--- src/rtl/barrier_ram_if.sv ---
// Request/response bundle between the display fetcher, the game engine,
// the barrier RAM arbiter and the barrier/playfield SRAM pins.
interface barrier_ram_if #(
  parameter int DATA_WIDTH = 8,
  parameter int ADDR_WIDTH = 16
) ();
  logic                  vga_req;
  logic [ADDR_WIDTH-1:0] vga_addr;
  logic                  vga_ack;
  logic [DATA_WIDTH-1:0] vga_data;
  logic                  vga_valid;

  logic                  game_req;
  logic                  game_we;
  logic [ADDR_WIDTH-1:0] game_addr;
  logic [DATA_WIDTH-1:0] game_wdata;
  logic                  game_ack;
  logic [DATA_WIDTH-1:0] game_rdata;
  logic                  game_rvalid;

  logic                  ram_en;
  logic                  ram_we;
  logic [ADDR_WIDTH-1:0] ram_addr;
  logic [DATA_WIDTH-1:0] ram_wdata;
  logic [DATA_WIDTH-1:0] ram_rdata;

  // Requesters plus the SRAM instance
  modport master (
    output vga_req, vga_addr, game_req, game_we, game_addr, game_wdata, ram_rdata,
    input  vga_ack, vga_data, vga_valid, game_ack, game_rdata, game_rvalid,
    input  ram_en, ram_we, ram_addr, ram_wdata
  );

  // Arbiter side
  modport slave (
    input  vga_req, vga_addr, game_req, game_we, game_addr, game_wdata, ram_rdata,
    output vga_ack, vga_data, vga_valid, game_ack, game_rdata, game_rvalid,
    output ram_en, ram_we, ram_addr, ram_wdata
  );
endinterface

--- src/rtl/barrier_ram_arbiter.sv ---
// Two-requester arbiter/sequencer for the single-port barrier SRAM.
// Optional level-start clear sweep is built when BARRIER_CLEAR_EN is defined.
module barrier_ram_arbiter #(
  parameter int DATA_WIDTH   = 8,
  parameter int ADDR_WIDTH   = 16,
  parameter int RAM_SIZE     = 65536,
  parameter int STARVE_LIMIT = 8
) (
  input  logic clk,
  input  logic reset,
`ifdef BARRIER_CLEAR_EN
  input  logic clear_start,
  output logic clear_busy,
`endif
  barrier_ram_if.slave bus
);

  localparam int SW = $clog2(STARVE_LIMIT + 1);

  if (RAM_SIZE < 1 || RAM_SIZE > (1 << ADDR_WIDTH)) begin : g_bad_ram_size
    $error("barrier_ram_arbiter: RAM_SIZE does not fit ADDR_WIDTH");
  end

`ifdef BARRIER_CLEAR_EN
  localparam logic [ADDR_WIDTH-1:0] LAST_ADDR = ADDR_WIDTH'(RAM_SIZE - 1);
  typedef enum logic [0:0] {ARB = 1'b0, CLEAR = 1'b1} state_t;
  logic clear_busy_r;
`else
  typedef enum logic [0:0] {ARB = 1'b0} state_t;
`endif

  state_t                state_r;
  logic [SW-1:0]         starve_cnt_r;
  logic                  ram_en_r;
  logic                  ram_we_r;
  logic [ADDR_WIDTH-1:0] ram_addr_r;
  logic [DATA_WIDTH-1:0] ram_wdata_r;
  logic                  rd1_vld_r;
  logic                  rd1_game_r;
  logic                  vga_valid_r;
  logic                  game_rvalid_r;

  logic                  arb_ok_s;
  logic                  force_game_s;
  logic                  grant_vga_s;
  logic                  grant_game_s;

  // Grant decode: VGA first unless the game has waited STARVE_LIMIT cycles
  always_comb begin
    arb_ok_s = 1'b1;
`ifdef BARRIER_CLEAR_EN
    if (state_r != ARB || clear_start) begin
      arb_ok_s = 1'b0;
    end else begin
      arb_ok_s = 1'b1;
    end
`endif
    force_game_s = bus.game_req && (starve_cnt_r == SW'(STARVE_LIMIT));
    grant_game_s = arb_ok_s && bus.game_req && (force_game_s || !bus.vga_req);
    grant_vga_s  = arb_ok_s && bus.vga_req && !force_game_s;
  end

  // Arbitration state, SRAM command registers and read-valid pipeline
  always_ff @(posedge clk) begin
    if (reset) begin
      state_r       <= ARB;
      starve_cnt_r  <= SW'(0);
      ram_en_r      <= 1'b0;
      ram_we_r      <= 1'b0;
      ram_addr_r    <= ADDR_WIDTH'(0);
      ram_wdata_r   <= DATA_WIDTH'(0);
      rd1_vld_r     <= 1'b0;
      rd1_game_r    <= 1'b0;
      vga_valid_r   <= 1'b0;
      game_rvalid_r <= 1'b0;
`ifdef BARRIER_CLEAR_EN
      clear_busy_r  <= 1'b0;
`endif
    end else begin
      if (!bus.game_req || grant_game_s) begin
        starve_cnt_r <= SW'(0);
      end else if (starve_cnt_r != SW'(STARVE_LIMIT)) begin
        starve_cnt_r <= starve_cnt_r + SW'(1);
      end else begin
        starve_cnt_r <= starve_cnt_r;
      end

      // Owner travels with the read so returning data is steered correctly
      rd1_vld_r     <= grant_vga_s || (grant_game_s && !bus.game_we);
      rd1_game_r    <= grant_game_s;
      vga_valid_r   <= rd1_vld_r && !rd1_game_r;
      game_rvalid_r <= rd1_vld_r && rd1_game_r;

      ram_en_r <= 1'b0;
      ram_we_r <= 1'b0;
`ifdef BARRIER_CLEAR_EN
      clear_busy_r <= 1'b0;
`endif
      case (state_r)
        ARB: begin
`ifdef BARRIER_CLEAR_EN
          if (clear_start) begin
            // First sweep write is issued on the entry edge
            state_r      <= CLEAR;
            clear_busy_r <= 1'b1;
            ram_en_r     <= 1'b1;
            ram_we_r     <= 1'b1;
            ram_addr_r   <= ADDR_WIDTH'(0);
            ram_wdata_r  <= DATA_WIDTH'(0);
          end else
`endif
          if (grant_game_s) begin
            ram_en_r    <= 1'b1;
            ram_we_r    <= bus.game_we;
            ram_addr_r  <= bus.game_addr;
            ram_wdata_r <= bus.game_wdata;
          end else if (grant_vga_s) begin
            ram_en_r   <= 1'b1;
            ram_addr_r <= bus.vga_addr;
          end else begin
            ram_addr_r <= ram_addr_r;
          end
        end
`ifdef BARRIER_CLEAR_EN
        CLEAR: begin
          // ram_addr_r doubles as the sweep counter; stop once the last word is out
          if (ram_addr_r == LAST_ADDR) begin
            state_r <= ARB;
          end else begin
            clear_busy_r <= 1'b1;
            ram_en_r     <= 1'b1;
            ram_we_r     <= 1'b1;
            ram_addr_r   <= ram_addr_r + ADDR_WIDTH'(1);
            ram_wdata_r  <= DATA_WIDTH'(0);
          end
        end
`endif
        default: begin
          state_r <= ARB;
        end
      endcase
    end
  end

  assign bus.vga_ack     = grant_vga_s;
  assign bus.game_ack    = grant_game_s;
  assign bus.vga_data    = bus.ram_rdata;
  assign bus.game_rdata  = bus.ram_rdata;
  assign bus.vga_valid   = vga_valid_r;
  assign bus.game_rvalid = game_rvalid_r;
  assign bus.ram_en      = ram_en_r;
  assign bus.ram_we      = ram_we_r;
  assign bus.ram_addr    = ram_addr_r;
  assign bus.ram_wdata   = ram_wdata_r;
`ifdef BARRIER_CLEAR_EN
  assign clear_busy      = clear_busy_r;
`endif

endmodule

--- src/flat_wrapper.sv ---
// flat-port wrapper written by rule: the top's interface ports become plain ports
module barrier_ram_arbiter_flat 
#(
  parameter int DATA_WIDTH   = 8,
  parameter int ADDR_WIDTH   = 16,
  parameter int RAM_SIZE     = 65536,
  parameter int STARVE_LIMIT = 8
)
  (clk, reset, bus_vga_req, bus_vga_addr, bus_game_req, bus_game_we, bus_game_addr, bus_game_wdata, bus_ram_rdata, bus_vga_ack, bus_vga_data, bus_vga_valid, bus_game_ack, bus_game_rdata, bus_game_rvalid, bus_ram_en, bus_ram_we, bus_ram_addr, bus_ram_wdata);
  barrier_ram_if #(.DATA_WIDTH(DATA_WIDTH), .ADDR_WIDTH(ADDR_WIDTH)) bus_i ();
  input  logic clk;
  input  logic reset;
  input wire logic [$bits(bus_i.vga_req)-1:0] bus_vga_req;
  input wire logic [$bits(bus_i.vga_addr)-1:0] bus_vga_addr;
  input wire logic [$bits(bus_i.game_req)-1:0] bus_game_req;
  input wire logic [$bits(bus_i.game_we)-1:0] bus_game_we;
  input wire logic [$bits(bus_i.game_addr)-1:0] bus_game_addr;
  input wire logic [$bits(bus_i.game_wdata)-1:0] bus_game_wdata;
  input wire logic [$bits(bus_i.ram_rdata)-1:0] bus_ram_rdata;
  output wire logic [$bits(bus_i.vga_ack)-1:0] bus_vga_ack;
  output wire logic [$bits(bus_i.vga_data)-1:0] bus_vga_data;
  output wire logic [$bits(bus_i.vga_valid)-1:0] bus_vga_valid;
  output wire logic [$bits(bus_i.game_ack)-1:0] bus_game_ack;
  output wire logic [$bits(bus_i.game_rdata)-1:0] bus_game_rdata;
  output wire logic [$bits(bus_i.game_rvalid)-1:0] bus_game_rvalid;
  output wire logic [$bits(bus_i.ram_en)-1:0] bus_ram_en;
  output wire logic [$bits(bus_i.ram_we)-1:0] bus_ram_we;
  output wire logic [$bits(bus_i.ram_addr)-1:0] bus_ram_addr;
  output wire logic [$bits(bus_i.ram_wdata)-1:0] bus_ram_wdata;
  assign bus_i.vga_req = bus_vga_req;
  assign bus_i.vga_addr = bus_vga_addr;
  assign bus_i.game_req = bus_game_req;
  assign bus_i.game_we = bus_game_we;
  assign bus_i.game_addr = bus_game_addr;
  assign bus_i.game_wdata = bus_game_wdata;
  assign bus_i.ram_rdata = bus_ram_rdata;
  assign bus_vga_ack = bus_i.vga_ack;
  assign bus_vga_data = bus_i.vga_data;
  assign bus_vga_valid = bus_i.vga_valid;
  assign bus_game_ack = bus_i.game_ack;
  assign bus_game_rdata = bus_i.game_rdata;
  assign bus_game_rvalid = bus_i.game_rvalid;
  assign bus_ram_en = bus_i.ram_en;
  assign bus_ram_we = bus_i.ram_we;
  assign bus_ram_addr = bus_i.ram_addr;
  assign bus_ram_wdata = bus_i.ram_wdata;
  barrier_ram_arbiter #(.DATA_WIDTH(DATA_WIDTH), .ADDR_WIDTH(ADDR_WIDTH), .RAM_SIZE(RAM_SIZE), .STARVE_LIMIT(STARVE_LIMIT)) u_core (.clk(clk), .reset(reset), .bus(bus_i));
endmodule
--- config.mk ---
export PLATFORM = sky130hd
export DESIGN_NAME = barrier_ram_arbiter_flat
export DESIGN_NICKNAME = d
export VERILOG_FILES = /design/src/rtl/barrier_ram_if.sv /design/src/rtl/barrier_ram_arbiter.sv /design/src/flat_wrapper.sv
export SDC_FILE = /design/constraint.sdc
export NUM_CORES = 1
export LEC_CHECK = 0
export BUFFER_PORTS_ARGS = -buffer_cell sky130_fd_sc_hd__buf_2
export CAP_MARGIN = 10
export CORE_UTILIZATION = 46
export CTS_CLUSTER_DIAMETER = 60
export DETAILED_ROUTE_END_ITERATION = 8
export GPL_ROUTABILITY_DRIVEN = 0
export PLACE_DENSITY = 0.84
export SLEW_MARGIN = 20
export SYNTH_ARGS = -nofsm -noshare
export SYNTH_HDL_FRONTEND = slang
export SYNTH_SLANG_ARGS = --single-unit
--- constraint.sdc ---
create_clock -name clk -period 4 [get_ports clk]
set_input_delay 0.6 -clock clk [delete_from_list [all_inputs] [get_ports clk]]
set_output_delay 0.6 -clock clk [all_outputs]
set_load 0.03 [all_outputs]
# Word level (Yosys, flattened, before mapping)

Index checks and enable logic that the tools add are counted.

Input bits: 53
Output and inout port bits: 46
Logic and storage cells: 34
Register bits after elaboration: 34

Add/sub/neg operators: 1
Reduce and logical (&&, ||, !) cells: 17
Multiplexer cells: 4
Bitwise operators: 1
Equality and inequality tests: 2

Operator list:

| cell                                         | number |
|---|---|
| 2-to-1 mux 16 bit                            | 2 |
| logical AND 1 bit                            | 6 |
| zero test 1 bit                              | 5 |
| adder 4 x 1 -> 4 bit (second input constant) | 1 |
| equality test 4 bit (second input constant)  | 1 |
| != test 4 bit (second input constant)        | 1 |
| OR reduction 2 bit                           | 2 |
| logical OR 1 bit                             | 3 |
| 2-to-1 mux 1 bit                             | 2 |
| nonzero test 2 bit                           | 1 |
| NOT 1 bit                                    | 1 |

# Depth between registers and ports, before layout

Gate-level depths: netlist of the first run.

Word-level depth: 6
Depth in mapped cells: 7
Depth with buffers taken out: 5

# Worst setup path after synthesis of the first run

No wires, ideal clock.

Path type: reg-to-output
From: register u_core.starve_cnt_r[0]
To: output port bus_vga_ack
Path slack: 2149 ps
Arrival time: 1251 ps
Stages on the path, launching flop included: 7
Cell sequence: dfxtp_1 -> inv_1 -> ha_1 -> nand4b_1 -> nand2_2 -> buf_4 -> inv_1

Cells in the longest elaborated chain, start to end: 4

RTL lines:

| element                | RTL line                  | RTL |
|---|---|---|
| from (decl)            | barrier_ram_arbiter.sv:33 | `logic [SW-1:0] starve_cnt_r;` |
| from (signal assigned) | barrier_ram_arbiter.sv:83 | `starve_cnt_r <= starve_cnt_r + SW'(1);` |
| from (signal assigned) | barrier_ram_arbiter.sv:85 | `starve_cnt_r <= starve_cnt_r;` |
| equality test 4 bit    | barrier_ram_arbiter.sv:58 | `force_game_s = bus.game_req && (starve_cnt_r == SW'(STARVE_LIMIT));` |
| logical AND 1 bit      | barrier_ram_arbiter.sv:58 |  |
| zero test 1 bit        | barrier_ram_arbiter.sv:60 | `grant_vga_s = arb_ok_s && bus.vga_req && !force_game_s;` |
| logical AND 1 bit      | barrier_ram_arbiter.sv:60 |  |
| to (decl)              | flat_wrapper.sv:20        | `output wire logic [$bits(bus_i.vga_ack)-1:0] bus_vga_ack;` |

Every way passes these cells.

# Worst setup path after layout of the first run

From: register u_core.starve_cnt_r[0]
To: output port bus_game_ack

Cells in the longest elaborated chain, start to end: 4

RTL lines:

| element             | RTL line                  | RTL |
|---|---|---|
| equality test 4 bit | barrier_ram_arbiter.sv:58 |  |
| logical AND 1 bit   | barrier_ram_arbiter.sv:58 |  |
| logical OR 1 bit    | barrier_ram_arbiter.sv:59 | `grant_game_s = arb_ok_s && bus.game_req && (force_game_s \|\| !bus.vga_req);` |
| logical AND 1 bit   | barrier_ram_arbiter.sv:59 |  |
| to (decl)           | flat_wrapper.sv:23        | `output wire logic [$bits(bus_i.game_ack)-1:0] bus_game_ack;` |

Every way passes these cells.

==> reports/results.txt, run 1 <==
result of the run - finished, final reports clean
starting density of the core - 49.1%
DRC - 0
pin count of the biggest net entering global routing - 22
number of failing setup endpoints in the final timing report - 0
vertical extent of the die - 62.4 microns
count of cells resized by post-cts repair - 0
count of pins over their slew limit - 0
final non-filler cell total - 266
wire length of the first global-routing pass - 5.49 mm
actual transition at the worst max-transition pin - 0.991 ns
P&R area growth vs syn - 17.2%
total global routing track utilization - 18.0%
number of synthesized register bits - 34
diode count - 0
number of unique standard cell types used by synthesis - 32
accumulated negative setup slack - 0 ns
die area - 3890 sq um
arrival time reported for the critical path endpoint - 1.98 ns
cell taking the most area after synthesis - dfxtp_1
Synth Area per Inst - 10.3 sq um
slowest CP cell - o21ai_1
Largest register FFs - 16
Total Wirelength - 3.31 mm
later-pin clock latency in the skew report - 0.34 ns
vias - 1315
worst path cell trace - inv_1, ha_1, nand4b_1, o21ai_1, buf_2
number of iterations in the first detailed-routing pass - 4
sequential cell area fraction in the yosys report - 40.6%
dpl cell area - 1900 sq um
Worst Skew - 0.0115 ns
filler cell count in the final layout - 310
antenna violations before repair - 0
Max transition margin - 33.5%
critical path's top delay family - compound AO/OA/AOI/OAI gates
Die Span X - 62.4 microns
number of max-capacitance violations reported - 0
number of buffers inserted by post-CTS setup repair - 0
synthesized netlist net count - 218
fin crit period - 2.58 ns
hold slack final - 0.413 ns
fmax - 388 MHz
IO buf count - 74
core box area - 3420 sq um
type of the worst setup path - flop to output pin
final cell area excluding filler cells - 1970 sq um
top-area cell type share of the netlist area - 40.6%
HPWL after detailed placement - 2.45 mm
number of clock buffers inserted by TritonCTS - 5
number of nets in the layout - 274
DR vias/cell - 4.94
residual antenna-violating net count after detailed routing - 0
final hold violation count - 0
clock slew at reported path FFs - 0.11 ns
buffer levels on the longest clock path - 2
critical path required time - 3.40 ns
Max Fanout on Critical Path - 10
maximum single-stage delay on the critical path - 0.56 ns
CTS tree - yes
CTS H-tree lvls - 2
Pwr per Cell Area - 362 nW/um^2
total congestion overflow after global routing - 0
Critical Path Source Type - flop
worst hold path class - flop to flop
Site Rows - 21
CP bufs+invs - 2
WL/cell - 12.5 microns
I/O pin cnt - 99
standby leakage power - 0.000927 uW
Iter 0 DRT Violations - 45
top cells by area, synth - dfxtp_1 41%, mux2i_1 14%, buf_4 8.5%
number of global-route vias before repair - 1234
Inst Count DP - 258
share of layout cells above drive strength 1 - 47.7%
part of the cycle the worst path needs - 64.5%
count of warnings emitted by yosys - 0
Syn Std Cell Area - 1680 sq um
CTS Root Buffer Type - clkbuf_4
RSZ-0062 raised after global routing - no
hold-fix buffers at CTS - 0
Peak VDD IR - 226 uV
endpoint kind of the worst setup timing path - output pin
clock tree sinks - 34
Gate Count Post-Synth - 163
[stage by stage]
stage	util, %	setup slack, ns	power, uW
floorplan	-	2.15	502
global placement	55.7	1.51	516
detailed placement	55.7	1.48	519
CTS	57.6	1.39	721
global route	57.6	1.27	756
finish	57.6	1.42	712
[routing by layer]
layer	GRT usage, %	part of all wire, %	wire (microns)
met1	21.5	43	1420
met2	29.5	47	1560
met3	6.75	8.5	283
met4	6.10	1.5	51
met5	0	0	0
[area by class of cell]
class / instances / area, sq um / share of cell area [%]
clock buffers: 6 / 51.3 / 2.61
clock inverters: 2 / 12.5 / 0.636
inverters: 7 / 26.3 / 1.34
multi-input cells: 96 / 761 / 38.7
flip-flops and latches: 34 / 681 / 34.6
well taps: 46 / 57.6 / 2.93
repair buffers: 75 / 378 / 19.2
[synth_stat cells (all sizes together)]
cell	instances
dfxtp	34
and4b	1
nand2b	1
nor2b	1
inv	6
nor3	16
buf	25
and2	1
mux2i	24
o211ai	1
nand3b	1
o21ai	1
ha	2
clkinv	1
a21oi	3
and3	2
nand4b	1
nor2	3
clkbuf	1
xor2	1
or2b	1
nand2	18
nor3b	1
a211oi	16
nand3	1
[kinds of logic (layout without fill, tap and decap cells)]
family / count (synthesis) / count (layout) / synth area share [%]
muxes: 24 / 24 / 14.3
and+or+nand+nor: 48 / 48 / 17.2
buffers and inverters: 33 / 90 / 14.1
AOI/OAI and AO/OA: 21 / 21 / 11.8
DFF: 34 / 34 / 40.6
xor gates and xnor gates: 1 / 1 / 0.522
adders and majority gates: 2 / 2 / 1.49
[cell usage in the layout, fill, tap and decap left out, types with 2 or more instances in the layout]
| cell type | count |
|---|---|
| ha_1 | 2 |
| mux2i_1 | 24 |
| nor3_1 | 6 |
| buf_2 | 74 |
| nor2_1 | 3 |
| and3_1 | 2 |
| a211oi_2 | 10 |
| dfxtp_1 | 34 |
| nor3_2 | 10 |
| clkbuf_4 | 5 |
| a211oi_1 | 6 |
| inv_1 | 5 |
| a21oi_1 | 3 |
| nand2_1 | 17 |
[report_power, final]
group          total, uW  internal, uW  leakage [uW]  switching (uW)
logic                143          55.3      0.000612            88.0
registers            367           358      0.000281            8.89
clock network        202          84.5     0.0000343             117
[path summary, 6_finish.rpt]
path,from,end,slack (ns),depth (start not counted)
hold / removal,u_core.rd1_game_r$_SDFF_PP0_,u_core.bus.vga_valid$_SDFF_PP0_,0.41,1
setup reg to reg,u_core.starve_cnt_r[0]$_SDFFE_PP0P_,u_core.bus.ram_addr[1]$_SDFFE_PP0P_,2.22,5
hold reg to reg,u_core.rd1_game_r$_SDFF_PP0_,u_core.bus.vga_valid$_SDFF_PP0_,0.41,1
setup / recovery,u_core.starve_cnt_r[0]$_SDFFE_PP0P_,bus_game_ack,1.42,5
Power figures use the tool's default switching activity.
==> inputs of run 2 (changes only) <==
Settings changed: CORE_UTILIZATION 46 to 39, PLACE_DENSITY 0.84 to 0.76.
Clock period 4 ns to 2.3 ns, I/O delays scaled along.
==> run 2 against run 1 <==
Effect of this change:
- wire length increased by 1.6%
- highest routed layer unchanged
- total power rose by 83%
- sequential cell count stayed put
- global-route usage shrank 2.2 points
- final cell count grew 2.6%
- clock power up 100%
- via count fell by 0.68%
- clock skew fell by 0.0043 ns
- combinational power increased by 76%
- worst setup slack got worse by 0.86 ns
- hold slack worse by 0.11 ns
- cell area up 2.6%
==> reports/results.txt, run 2 (same netlist as run 1, synthesis figures left out) <==
leading cell type in the layout, fill and taps excluded - buf_2 (unchanged)
Worst Skew - 0.00718 ns (was 0.0115 ns)
Site Rows - 23 (was 21)
Total Wirelength - 3.37 mm (was 3.31 mm)
depth of the worst register-to-register path - 6 (was 5)
starting density of the core - 41.4% (was 49.1%)
number of nets in the layout - 278 (was 274)
DRC - 0 (unchanged)
fin crit period - 1.74 ns
residual antenna-violating net count after detailed routing - 0 (unchanged)
vias - 1306 (was 1315)
number of global-route vias before repair - 1250 (was 1234)
capturing point of the worst reg2reg path - u_core.bus.ram_addr[9]$_SDFFE_PP0P_ (was u_core.bus.ram_addr[1]$_SDFFE_PP0P_)
Pwr per Cell Area - 644 nW/um^2 (was 362 nW/um^2)
buffer levels on the longest clock path - 2 (unchanged)
count of cells resized by post-cts repair - 0 (unchanged)
number of clock buffers inserted by TritonCTS - 5 (unchanged)
worst path cell trace - inv_1, ha_1, nand4b_1, nand2_2, inv_1, buf_2 (was inv_1, ha_1, nand4b_1, o21ai_1, buf_2)
Largest register FFs - 16 (unchanged)
number of cells traversed by the worst hold path - 2 (was 1)
Peak VDD IR - 328 uV (was 226 uV)
number of failing setup endpoints in the final timing report - 0 (unchanged)
antenna violations before repair - 0 (unchanged)
Max Fanout on Critical Path - 4 (was 10)
hold slack final - 0.299 ns (was 0.413 ns)
number of buffers inserted by post-CTS setup repair - 0 (unchanged)
CTS Root Buffer Type - clkbuf_8 (was clkbuf_4)
vertical extent of the die - 67.6 microns (was 62.4 microns)
most frequent cells in the layout - 74 x buf_2, 34 x dfxtp_1, 24 x mux2i_1 (unchanged)
most frequent cell on the critical path - inv_1
actual transition at the worst max-transition pin - 0.427 ns (was 0.991 ns)
total global routing track utilization - 15.8% (was 18.0%)
P&R area growth vs syn - 20.3% (was 17.2%)
IO buf count - 74 (unchanged)
part of the cycle the worst path needs - 75.5%
type of the worst setup path - flop to output pin (unchanged)
launch point of the worst reg-to-reg path - u_core.starve_cnt_r[0]$_SDFFE_PP0P_ (unchanged)
later-pin clock latency in the skew report - 0.28 ns (was 0.34 ns)
result of the run - finished, final reports clean (unchanged)
launch instance of the worst min-delay path - bus_game_we (was u_core.rd1_game_r$_SDFF_PP0_)
total congestion overflow after global routing - 0 (unchanged)
final hold violation count - 0 (unchanged)
wire length of the first global-routing pass - 5.20 mm (was 5.49 mm)
clock slew at reported path FFs - 0.07 ns (was 0.11 ns)
HPWL after detailed placement - 2.52 mm (was 2.45 mm)
accumulated negative setup slack - 0 ns (unchanged)
die area - 4570 sq um (was 3890 sq um)
worst hold path class - primary input to flop (was flop to flop)
clock tree sinks - 34 (unchanged)
Iter 0 DRT Violations - 57 (was 45)
I/O pin cnt - 99 (unchanged)
pin count of the biggest net entering global routing - 21 (was 22)
Critical Path Source Type - flop (unchanged)
WL/cell - 12.3 microns (was 12.5 microns)
slowest CP cell - dfxtp_1 (was o21ai_1)
count of pins over their slew limit - 0 (unchanged)
Max transition margin - 71.4% (was 33.5%)
share of layout cells above drive strength 1 - 48.0% (was 47.7%)
CTS tree - yes (unchanged)
endpoint kind of the worst setup timing path - output pin (unchanged)
hold-fix buffers at CTS - 0 (unchanged)
fmax - 576 MHz
CTS H-tree lvls - 2 (unchanged)
standby leakage power - 0.000950 uW (was 0.000927 uW)
diode count - 0 (unchanged)
critical path required time - 1.96 ns (was 3.40 ns)
Post-Route Utilization - 49.7% (was 57.6%)
number of iterations in the first detailed-routing pass - 4 (unchanged)
filler cell count in the final layout - 384 (was 310)
RSZ-0062 raised after global routing - no (unchanged)
arrival time reported for the critical path endpoint - 1.39 ns (was 1.98 ns)
reg-to-reg setup timing slack - 0.77 ns (was 2.22 ns)
core box area - 4060 sq um (was 3420 sq um)
maximum single-stage delay on the critical path - 0.38 ns (was 0.56 ns)
hold endpoint - u_core.bus.ram_we$_SDFF_PP0_ (was u_core.bus.vga_valid$_SDFF_PP0_)
number of max-capacitance violations reported - 0 (unchanged)
DR vias/cell - 4.78 (was 4.94)
Die Span X - 67.6 microns (was 62.4 microns)
-- run 2: cell types whose count changed in the layout (fill, tap and decap cells not counted), sizes merged --
| cell | change |
|---|---|
| buf | +4 |
| clkinv | -1 |
-- run 2: metrics by stage --
| step | total power, uW | area [sq um] | worst slack (ns) | std cells |
|---|---|---|---|---|
| global route | 1360 | 2020 | 0.482 | 273 |
| finish | 1300 | 2020 | 0.563 | 273 |
| CTS | 1320 | 2020 | 0.540 | 273 |
| global placement | 902 | 1940 | 0.676 | 266 |
| detailed placement | 906 | 1940 | 0.610 | 266 |
| floorplan | 872 | 1680 | 0.704 | 163 |
-- run 2: power breakdown --
group          switching (uW)  leakage [uW]  internal, uW
clock                     201     0.0000373           207
sequential               15.8      0.000281           623
combinational             152      0.000632          99.1
-- run 2: area by class of cell --
cell class / count / area (sq um) / share of cell area, %
timing repair buffer: 79 / 408 / 20.2
clock buffer: 6 / 72.6 / 3.60
inverter: 7 / 26.3 / 1.30
sequential: 34 / 681 / 33.7
tap: 50 / 62.6 / 3.10
multi-input combinational: 96 / 761 / 37.7
clock inverter: 1 / 7.51 / 0.372
-- run 2: metal layers --
| layer | global-route usage, % | part of all wire [%] | up-vias |
|---|---|---|---|
| li1 | - | - | 667 |
| met1 | 15.6 | 41 | 585 |
| met2 | 28.6 | 50 | 46 |
| met3 | 4.22 | 6.3 | 8 |
| met4 | 10.4 | 2.3 | 0 |
| met5 | 0 | 0 | - |
-- run 2: worst max path at each step --
| stage | cells past startpoint | startpoint | to |
|---|---|---|---|
| after floorplan | 6 | u_core.starve_cnt_r[0]$_SDFFE_PP0P_ | bus_vga_ack |
| after global placement | 5 | bus_game_req | u_core.bus.ram_addr[11]$_SDFFE_PP0P_ |
| after detailed placement | 5 | bus_game_req | u_core.bus.ram_addr[11]$_SDFFE_PP0P_ |
| after CTS | 6 | u_core.starve_cnt_r[0]$_SDFFE_PP0P_ | bus_vga_ack |
| after global routing | 5 | u_core.starve_cnt_r[0]$_SDFFE_PP0P_ | bus_game_ack |
| final | 6 | u_core.starve_cnt_r[0]$_SDFFE_PP0P_ | bus_vga_ack |
-- run 2: critical path: cells and delay by family, from the launching register on --
kind / cells / cell delay [ns]
flip-flops: 1 / 0.38
buffers and inverters: 3 / 0.31
adder cells (fa/ha/maj): 1 / 0.22
AND/OR/NAND/NOR: 2 / 0.21
==> inputs of run 3 (changes only) <==
Clock period 2.3 ns to 1.55 ns, I/O delays scaled along.
==> run 3 against run 2 <==
Effect of this change:
- sequential power is 48% higher
- register-to-register slack worse by 0.62 ns
- final cell count is 3.3% higher
- critical endpoint is now bus_game_ack
- largest cell class unchanged
- largest power group unchanged
==> reports/results.txt, run 3 (same netlist as run 1, synthesis figures left out) <==
result of the run - finished, final reports clean (unchanged)
count of pins over their slew limit - 0 (unchanged)
CTS Root Buffer Type - clkbuf_8 (unchanged)
crit path to - bus_game_ack (was bus_vga_ack)
total global routing track utilization - 15.6% (was 15.8%)
endpoint kind of the worst setup timing path - output pin (unchanged)
worst hold path class - primary input to flop (unchanged)
Total Wirelength - 3.40 mm (was 3.37 mm)
CTS H-tree lvls - 2 (unchanged)
actual transition at the worst max-transition pin - 0.412 ns (was 0.427 ns)
leading cell type in the layout, fill and taps excluded - buf_2 (unchanged)
later-pin clock latency in the skew report - 0.28 ns (about the same)
reg-to-reg setup timing slack - 0.15 ns (was 0.77 ns)
Inst Count DP - 270 (was 266)
area of the multi-input gates - 777 sq um (was 761 sq um)
standby leakage power - 0.00101 uW (was 0.000950 uW)
final hold violation count - 0 (unchanged)
die area - 4570 sq um (unchanged)
depth of the worst register-to-register path - 7 (was 6)
number of nets in the layout - 286 (was 278)
fmax - 658 MHz
I/O pin cnt - 99 (unchanged)
pin count of the biggest net entering global routing - 20 (was 21)
DRC - 0 (unchanged)
detailed-routed wire length on met2 - 1.66 mm (was 1.69 mm)
number of failing setup endpoints in the final timing report - 0 (unchanged)
Largest register FFs - 16 (unchanged)
WL/cell - 12.0 microns (was 12.3 microns)
filler cell count in the final layout - 371 (was 384)
Routed met1 length - 1.46 mm (was 1.39 mm)
Die Span X - 67.6 microns (unchanged)
Detail Route met3 WL - 223 microns (was 213 microns)
Site Rows - 23 (unchanged)
DR vias/cell - 4.68 (was 4.78)
RSZ-0062 raised after global routing - yes (was no)
antenna violations before repair - 0 (unchanged)
Peak VDD IR - 448 uV (was 328 uV)
Pwr per Cell Area - 942 nW/um^2 (was 644 nW/um^2)
critical path required time - 1.32 ns (was 1.96 ns)
clock slew at reported path FFs - 0.06 ns (was 0.07 ns)
Iter 0 DRT Violations - 40 (was 57)
fin crit period - 1.52 ns
wire length of the first global-routing pass - 5.14 mm (was 5.20 mm)
clock tree sinks - 34 (unchanged)
launch point of the worst reg-to-reg path - u_core.starve_cnt_r[1]$_SDFFE_PP0P_ (was u_core.starve_cnt_r[0]$_SDFFE_PP0P_)
capturing point of the worst reg2reg path - u_core.bus.ram_we$_SDFF_PP0_ (was u_core.bus.ram_addr[9]$_SDFFE_PP0P_)
source of the critical timing path - u_core.starve_cnt_r[0]$_SDFFE_PP0P_ (unchanged)
P&R area growth vs syn - 26.4% (was 20.3%)
vias - 1321 (was 1306)
accumulated negative setup slack - 0 ns (unchanged)
area of all sequential standard cells - 683 sq um (was 681 sq um)
residual antenna-violating net count after detailed routing - 0 (unchanged)
total congestion overflow after global routing - 0 (unchanged)
share of layout cells above drive strength 1 - 52.6% (was 48.0%)
buffer levels on the longest clock path - 2 (unchanged)
vertical extent of the die - 67.6 microns (unchanged)
Max Fanout on Critical Path - 3 (was 4)
most frequent cells in the layout - 72 x buf_2, 32 x dfxtp_1, 24 x mux2i_1 (was 74 x buf_2, 34 x dfxtp_1, 24 x mux2i_1)
number of iterations in the first detailed-routing pass - 4 (unchanged)
starting density of the core - 41.4% (unchanged)
CTS tree - yes (unchanged)
type of the worst setup path - flop to output pin (unchanged)
number of max-capacitance violations reported - 0 (unchanged)
arrival time reported for the critical path endpoint - 1.29 ns (was 1.39 ns)
top layer reached by signal wires - met4 (unchanged)
final non-filler cell total - 282 (was 273)
HPWL after detailed placement - 2.46 mm (was 2.52 mm)
hold-fix buffers at CTS - 0 (unchanged)
core box area - 4060 sq um (unchanged)
part of the cycle the worst path needs - 98.1%
Critical Path Source Type - flop (unchanged)
IO buf count - 74 (unchanged)
number of clock buffers inserted by TritonCTS - 5 (unchanged)
hold slack final - 0.188 ns (was 0.299 ns)
Max transition margin - 72.4% (was 71.4%)
number of global-route vias before repair - 1194 (was 1250)
Worst Skew - 0.00651 ns (was 0.00718 ns)
diode count - 0 (unchanged)
==> run 3: final cells by class <==
cell class | count | share of cell area (%)
clock buffer | 7 | 4.07
clock inverter | 1 | 0.236
inverter | 7 | 1.24
multi-input combinational | 96 | 36.6
sequential | 34 | 32.2
tap | 50 | 2.95
timing repair buffer | 87 | 22.7
==> run 3: worst max-delay path, stage by stage (launching register included) <==
cell	delay, ns
dfxtp_2	0.32
inv_1	0.08
ha_4	0.14
nand4b_1	0.17
o21ai_2	0.14
buf_6	0.16
==> run 3: per-stage QoR <==
stage          setup slack, ns  power, uW  utilization (%)  cell area (sq um)
5_1_grt                -0.0415       2110             52.3               2120
3_3_place_gp             0.219       1340             48.5               1970
2_1_floorplan           0.0665       1290                -               1680
3_5_place_dp             0.184       1350             48.5               1970
6_report                0.0299       2000             52.3               2120
4_1_cts                0.00385       2030             51.6               2090
==> run 3: per-layer routing <==
layer | up-vias | global-route usage [%]
met5 | - | 0
li1 | 681 | -
met1 | 589 | 16.7
met4 | 0 | 6.91
met3 | 4 | 5.74
met2 | 47 | 26.9
==> run 3: worst min-delay path by stage <==
stage / from / end / slack (ns) / cells past startpoint
after global routing: bus_game_we / u_core.bus.ram_we$_SDFF_PP0_ / 0.18 / 2
final: bus_game_wdata[6] / u_core.bus.ram_wdata[6]$_SDFFE_PP0P_ / 0.19 / 3
after floorplan: bus_game_wdata[0] / u_core.bus.ram_wdata[0]$_SDFFE_PP0P_ / 0.37 / 2
after detailed placement: u_core.rd1_game_r$_SDFF_PP0_ / u_core.bus.vga_valid$_SDFF_PP0_ / 0.40 / 1
after CTS: bus_game_we / u_core.bus.ram_we$_SDFF_PP0_ / 0.18 / 2
after global placement: u_core.rd1_game_r$_SDFF_PP0_ / u_core.bus.vga_valid$_SDFF_PP0_ / 0.40 / 1
==> run 3: timing repair <==
item,4_1_cts,5_1_grt
setup buffers,2,2
setup endpoints to repair,2,2
gates resized for setup,8,3
pin swaps,2,1
==> run 3: power breakdown <==
part | internal (uW) | leakage (uW) | switching [uW]
clock | 358 | 0.0000482 | 300
sequential | 925 | 0.000282 | 22.5
combinational | 162 | 0.000678 | 231
